## config.mk

```make
export PLATFORM = sky130hd
export DESIGN_NAME = circle_arc
export DESIGN_NICKNAME = d
export VERILOG_FILES = /design/src/rtl/vga_pkg.sv /design/src/rtl/circle_arc.sv
export SDC_FILE = /design/constraint.sdc
export NUM_CORES = 1
export LEC_CHECK = 0
export ABC_AREA = 1
export CAP_MARGIN = 20
export CORE_MARGIN = 2
export CORE_UTILIZATION = 40
export DETAILED_ROUTE_END_ITERATION = 10
export DONT_BUFFER_PORTS = 1
export MAX_ROUTING_LAYER = met4
export PLACE_DENSITY_LB_ADDON = 0.25
export SYNTH_ARGS = -nofsm -noshare
export SYNTH_HDL_FRONTEND = slang
export SYNTH_SLANG_ARGS = --single-unit
```

## constraint.sdc

```tcl
create_clock -name clk -period 4.45 [get_ports clk]
set_input_delay 0.6675 -clock clk [delete_from_list [all_inputs] [get_ports clk]]
set_output_delay 0.6675 -clock clk [all_outputs]
set_load 0.02 [all_outputs]
```

## src/rtl/vga_pkg.sv

```systemverilog
// Purpose : shared screen geometry, colour constants and the circle engine state enum.
// Latency : n/a (types and constants only).
// Backpressure: n/a.
package vga_pkg;

  localparam int SCREEN_W = 160;
  localparam int SCREEN_H = 120;

  localparam logic [2:0] BLACK = 3'b000;
  localparam logic [2:0] GREEN = 3'b010;

  typedef enum logic [1:0] {
    S_IDLE = 2'd0,
    S_INIT = 2'd1,
    S_OCT  = 2'd2,
    S_DONE = 2'd3
  } circle_state_t;

endpackage

```

## src/rtl/circle_arc.sv

```systemverilog
// Purpose : midpoint circle engine, one clipped candidate pixel per clock, windowed.
// Latency : start sampled -> first pixel registered 2 edges later; done one edge after last pixel.
// Backpressure: none; start is a level handshake, done held until start falls.
//
// Ports:
//   clk, rst_n                         clock, async active-low reset
//   start / done                       level request / completion handshake
//   centre_x, centre_y, radius, colour circle parameters (latched at INIT)
//   win_xmin..win_ymax                 inclusive clip window (min > max clips everything)
//   vga_x, vga_y, vga_colour, vga_plot registered pixel write to the VGA adapter
module circle_arc
  import vga_pkg::*;
(
  input  logic       clk,
  input  logic       rst_n,
  input  logic       start,
  output logic       done,
  input  logic [7:0] centre_x,
  input  logic [6:0] centre_y,
  input  logic [7:0] radius,
  input  logic [2:0] colour,
  input  logic [7:0] win_xmin,
  input  logic [7:0] win_xmax,
  input  logic [6:0] win_ymin,
  input  logic [6:0] win_ymax,
  output logic [7:0] vga_x,
  output logic [6:0] vga_y,
  output logic [2:0] vga_colour,
  output logic       vga_plot
);

  localparam logic signed [9:0] X_LAST = 10'(SCREEN_W - 1);
  localparam logic signed [9:0] Y_LAST = 10'(SCREEN_H - 1);

  circle_state_t state_q, state_d;

  // Latched request parameters
  logic [7:0] cx_q, xmin_q, xmax_q;
  logic [6:0] cy_q, ymin_q, ymax_q;
  logic [2:0] col_q;

  // Stepping variables
  logic [8:0]         ox_q, oy_q;
  logic signed [10:0] crit_q;
  logic [2:0]         k_q;

  // Candidate generation
  logic signed [9:0] cxs, cys, oxs, oys;
  logic signed [9:0] cand_x, cand_y;
  logic              in_screen, in_window;

  // Next-iteration values (computed every cycle, committed on k == 7)
  logic signed [10:0] oy_n, ox_n, crit_n;
  logic               last_iter;

  // Output-stage next values
  logic       plot_d, done_d;
  logic [7:0] x_d;
  logic [6:0] y_d;
  logic [2:0] col_d;

  always_comb begin
    cxs    = signed'({2'b00, cx_q});
    cys    = signed'({3'b000, cy_q});
    oxs    = signed'({1'b0, ox_q});
    oys    = signed'({1'b0, oy_q});
    cand_x = cxs;
    cand_y = cys;
    case (k_q)
      3'd0: begin cand_x = cxs + oxs; cand_y = cys + oys; end
      3'd1: begin cand_x = cxs + oys; cand_y = cys + oxs; end
      3'd2: begin cand_x = cxs - oxs; cand_y = cys + oys; end
      3'd3: begin cand_x = cxs - oys; cand_y = cys + oxs; end
      3'd4: begin cand_x = cxs - oxs; cand_y = cys - oys; end
      3'd5: begin cand_x = cxs - oys; cand_y = cys - oxs; end
      3'd6: begin cand_x = cxs + oxs; cand_y = cys - oys; end
      default: begin cand_x = cxs + oys; cand_y = cys - oxs; end
    endcase
  end

  // Clip on the signed candidate so off-screen negatives never alias onto the screen
  always_comb begin
    in_screen = (cand_x >= 10'sd0) && (cand_x <= X_LAST) &&
                (cand_y >= 10'sd0) && (cand_y <= Y_LAST);
    in_window = (cand_x >= signed'({2'b00, xmin_q})) && (cand_x <= signed'({2'b00, xmax_q})) &&
                (cand_y >= signed'({3'b000, ymin_q})) && (cand_y <= signed'({3'b000, ymax_q}));
  end

  // ox may step to -1 (radius 0), so the termination compare is done signed and wide
  always_comb begin
    oy_n = signed'({2'b00, oy_q}) + 11'sd1;
    if (crit_q <= 11'sd0) begin
      ox_n   = signed'({2'b00, ox_q});
      crit_n = crit_q + (oy_n <<< 1) + 11'sd1;
    end else begin
      ox_n   = signed'({2'b00, ox_q}) - 11'sd1;
      crit_n = crit_q + ((oy_n - ox_n) <<< 1) + 11'sd1;
    end
    last_iter = (oy_n > ox_n);
  end

  // State register
  always_ff @(posedge clk or negedge rst_n) begin
    if (!rst_n) state_q <= S_IDLE;
    else        state_q <= state_d;
  end

  // Next-state logic
  always_comb begin
    state_d = state_q;
    case (state_q)
      S_IDLE: if (start) state_d = S_INIT;
      S_INIT: state_d = S_OCT;
      S_OCT:  if ((k_q == 3'd7) && last_iter) state_d = S_DONE;
      S_DONE: if (!start) state_d = S_IDLE;
      default: state_d = S_IDLE;
    endcase
  end

  // Output logic (registered below)
  always_comb begin
    plot_d = (state_q == S_OCT) && in_screen && in_window;
    x_d    = plot_d ? cand_x[7:0] : 8'd0;
    y_d    = plot_d ? cand_y[6:0] : 7'd0;
    col_d  = plot_d ? col_q : BLACK;
    done_d = (state_q == S_DONE);
  end

  always_ff @(posedge clk or negedge rst_n) begin
    if (!rst_n) begin
      vga_plot   <= 1'b0;
      vga_x      <= 8'd0;
      vga_y      <= 7'd0;
      vga_colour <= BLACK;
      done       <= 1'b0;
    end else begin
      vga_plot   <= plot_d;
      vga_x      <= x_d;
      vga_y      <= y_d;
      vga_colour <= col_d;
      done       <= done_d;
    end
  end

  // Datapath: latch on INIT, octant counter and stepping during OCT
  always_ff @(posedge clk or negedge rst_n) begin
    if (!rst_n) begin
      cx_q   <= 8'd0;
      cy_q   <= 7'd0;
      col_q  <= BLACK;
      xmin_q <= 8'd0;
      xmax_q <= 8'd0;
      ymin_q <= 7'd0;
      ymax_q <= 7'd0;
      ox_q   <= 9'd0;
      oy_q   <= 9'd0;
      crit_q <= 11'sd0;
      k_q    <= 3'd0;
    end else begin
      case (state_q)
        S_INIT: begin
          cx_q   <= centre_x;
          cy_q   <= centre_y;
          col_q  <= colour;
          xmin_q <= win_xmin;
          xmax_q <= win_xmax;
          ymin_q <= win_ymin;
          ymax_q <= win_ymax;
          ox_q   <= {1'b0, radius};
          oy_q   <= 9'd0;
          crit_q <= 11'sd1 - signed'({3'b000, radius});
          k_q    <= 3'd0;
        end
        S_OCT: begin
          k_q <= k_q + 3'd1;
          if (k_q == 3'd7) begin
            oy_q   <= oy_n[8:0];
            ox_q   <= ox_n[8:0];
            crit_q <= crit_n;
          end
        end
        default: ;
      endcase
    end
  end

endmodule

```

==> qor.txt <==
Outcome = finished, final reports clean
Largest net degree at the start of global routing = 84
Starting DRT DRC Count = 531
Avg Cell Area, Syn = 7.413 µm²
Number of I/O pins = 79
Slew Limit Fails = 0
CP Capture Type = register
Crit-path max cell delay = 0.47 ns
Die area = 22,550 µm²
Pre-CTS WS = -0.05523 ns
Ratio of cells with drive above 1 in the final layout = 0.1943
Worst R2R Path Depth = 24
Setup slack, reg-to-reg = 0.08 ns
Synth cell types = 56
Core area = 21,020 µm²
Clock Latency Late Sink = 0.37 ns
Worst Setup Path Type = reg2reg
Min Tclk post-route = 4.369 ns
Buf/Inv on CP = 5
Top FF cell, synth = dfrtp_1
Worst path top cell family by delay = compound AO/OA/AOI/OAI gates
Cell total after placement = 1,430
Max_cap viols = 0
Critical-path cell list = ha_4 > buf_6 > o21ai_4 > clkinv_4 > a211oi_2 > a21oi_2 > ha_1 > a21oi_1 > nand2_1 > buf_4 > xor2_1 > buf_4 > ha_1 > nand2_1 > nor2_2 > o21ai_1 > a31oi_1 > a211oi_1 > o21ai_1 > nand4_1 > nor2_4 > buf_12 > nand2_8 > nor2_1
End of the worst register-to-register path = vga_y[6]
Hold Path Class = in2async
CP max-delay cell = dfrtp_2
Final antenna-violating net count = 0
CTS root buffer = clkbuf_16
Vias per std cell = 5.267
Die X = 150.2 µm
Final Hold Fails = 0
CTS buffer count = 9
Synthesized area = 8547 µm²
Initial core utilization = 0.4066
Yosys warns = 0
Seq/Total Area, Yosys = 0.2986
Period utilisation layout = 0.9818
H-Tree Depth = 3
Worst Setup Start Kind = register
Worst-path maximum fanout = 8
Finished Layout Cells = 1,474
Clk buf depth = 2
Synth Net Count = 1,315
Final WL = 24,960 µm
Number of global-route vias before repair = 7,133
Area Overhead vs Synth = 18.74%
Worst path depth = 24
#FFs+latches synth = 102
Cells after Synth = 1,153
Chip Height = 150.2 µm
DR vias = 7,764
Reg clk slew, reported paths = 0.08 ns
First-pass GRT wire length = 38,250 µm
Most common cell after layout, fill and taps aside = nand2_1
Global route overflow = 0
Endpoints failing setup = 0
CTS tree = built
Setup TNS = 0 ns
CTS sink cnt = 102
# DRC = 0
Fmax = 0.2289 GHz
Nets = 1,357
Gpl congestion = 0.9837
Layout Skew = 0.01976 ns
Critical Path RT = 4.74 ns
Post-synth EDFFs = 0
FP Rows = 53
WL/cell = 16.93 µm
Antenna diode count = 0
Fin worst setup slack = 0.08102 ns
Worst R2R Start = k_q[1]
Port bufs = 0
GRT Util Overall = 0.2232
Worst EP arrival = 4.66 ns
Initial antenna violation count = 0
Async set-reset flop share out of synthesis = 1.000
Slew headroom = 0.4908
TritonRoute pass-1 iters = 6
Post-DP HPWL = 18,260 µm
Commonest cells after routing, fill and taps aside = nand2_1, inv_1, dfrtp_1
Fillers = 2,061
Slew @ Worst Pin = 0.7591 ns
==> synthesized netlist by cell type (2+ instances only) <==
cell	count	area share
a211oi_1	4	0.0035
a21o_1	3	0.0026
a21oi_1	61	0.036
a221oi_1	3	0.0031
a31oi_1	7	0.0051
buf_2	3	0.0018
buf_6	4	0.0053
clkbuf_1	18	0.0079
clkinv_1	2	0.00088
dfrtp_1	102	0.30
fa_1	5	0.012
ha_1	98	0.14
inv_1	166	0.073
inv_2	16	0.0070
nand2_1	277	0.12
nand2_2	4	0.0029
nand2_4	3	0.0040
nand3_1	45	0.026
nand3_2	8	0.0094
nand3b_1	4	0.0035
nand4_1	10	0.0073
nor2_1	69	0.030
nor2_2	5	0.0037
nor2_4	12	0.016
nor3_1	11	0.0064
nor4_1	4	0.0029
o2111ai_1	8	0.0082
o211ai_1	8	0.0070
o21a_1	4	0.0035
o21ai_0	99	0.058
o21ai_1	7	0.0041
o21ai_2	4	0.0041
o221ai_1	6	0.0061
o22ai_1	11	0.0081
or2_2	6	0.0044
xnor2_1	8	0.0082
xor2_1	28	0.029
xor2_2	2	0.0038
==> metal layers <==
| metal | vias to the layer above | GRT usage | part of all wire | routed length, µm |
|---|---|---|---|---|
| met1 | 3632 | 0.3077 | 0.46 | 11550 |
| li1 | 3862 | - | - | - |
| met2 | 221 | 0.3420 | 0.46 | 11510 |
| met3 | 49 | 0.03424 | 0.054 | 1354 |
| met5 | - | - | 0 | 0 |
| met4 | 0 | 0.06179 | 0.022 | 545 |
==> cell type report <==
cell class	instances	area, µm²	share of cell area
inverter	187	733.2	0.07225
clock buffer	9	225.2	0.02219
timing repair inverter	1	5.005	0.0004932
multi-input combinational	839	5738	0.5654
timing repair buffer	55	461.7	0.04549
sequential	102	2557	0.2520
clock inverter	6	83.83	0.008260
tap	275	344.1	0.03390
==> worst reg2reg max path: stages, from the launching register on <==
cell and delay [ns]:
dfrtp_2 0.47, ha_4 0.20, buf_6 0.12, o21ai_4 0.24, clkinv_4 0.15, a211oi_2 0.28
a21oi_2 0.07, ha_1 0.36, a21oi_1 0.14, nand2_1 0.09, buf_4 0.15, xor2_1 0.14
buf_4 0.14, ha_1 0.29, nand2_1 0.09, nor2_2 0.14, o21ai_1 0.08, a31oi_1 0.18
a211oi_1 0.08, o21ai_1 0.20, nand4_1 0.18, nor2_4 0.16, buf_12 0.16, nand2_8 0.09
nor2_1 0.10
==> stage by stage <==
stage	hold slack, ns	utilization	cell area, µm²
2_1_floorplan	0.3719	-	8547
3_3_place_gp	0.3758	0.4265	8966
3_5_place_dp	0.3748	0.4265	8966
4_1_cts	0.2333	0.4443	9340
5_1_grt	0.2325	0.4828	10150
6_report	0.2062	0.4828	10150
==> repair_timing <==
action                                 4_1_cts  5_1_grt
endpoints found under the hold margin       83        0
pin swaps                                    0       50
cloned                                       0        4
hold buffers                                 3        0
setup endpoints to repair                   19       20
gates resized for setup                      4      134
setup buffers                                0       22
==> cells by family (layout without fill, tap and decap cells) <==
family / Yosys count / in the layout / synth area share
mux: 1 / 1 / 0.001171
buf+inv: 215 / 258 / 0.1017
xor+xnor: 38 / 38 / 0.04070
compound gates: 232 / 232 / 0.1585
flops: 102 / 102 / 0.2986
fa+ha+maj: 103 / 103 / 0.1552
simple gates: 462 / 465 / 0.2440
==> worst max-delay path by stage <==
stage,from,to
after global placement,k_q[0],vga_x[2]
after CTS,k_q[0],vga_x[2]
after detailed placement,k_q[0],vga_x[2]
after floorplan,k_q[0],vga_y[1]
after global routing,k_q[1],vga_colour[2]
final,k_q[1],vga_y[6]
==> sequential cells by signal, indices dropped and copies added, names as in the netlist, 8 cells and up <==
register / cells
xmax_q: 8
xmin_q: 8
cx_q: 8
crit_q: 11
vga_x: 8
oy_q: 9
ox_q: 9
Power is not shown: default switching activity piles up to over one toggle a cycle in this logic, so the estimate is an artifact.
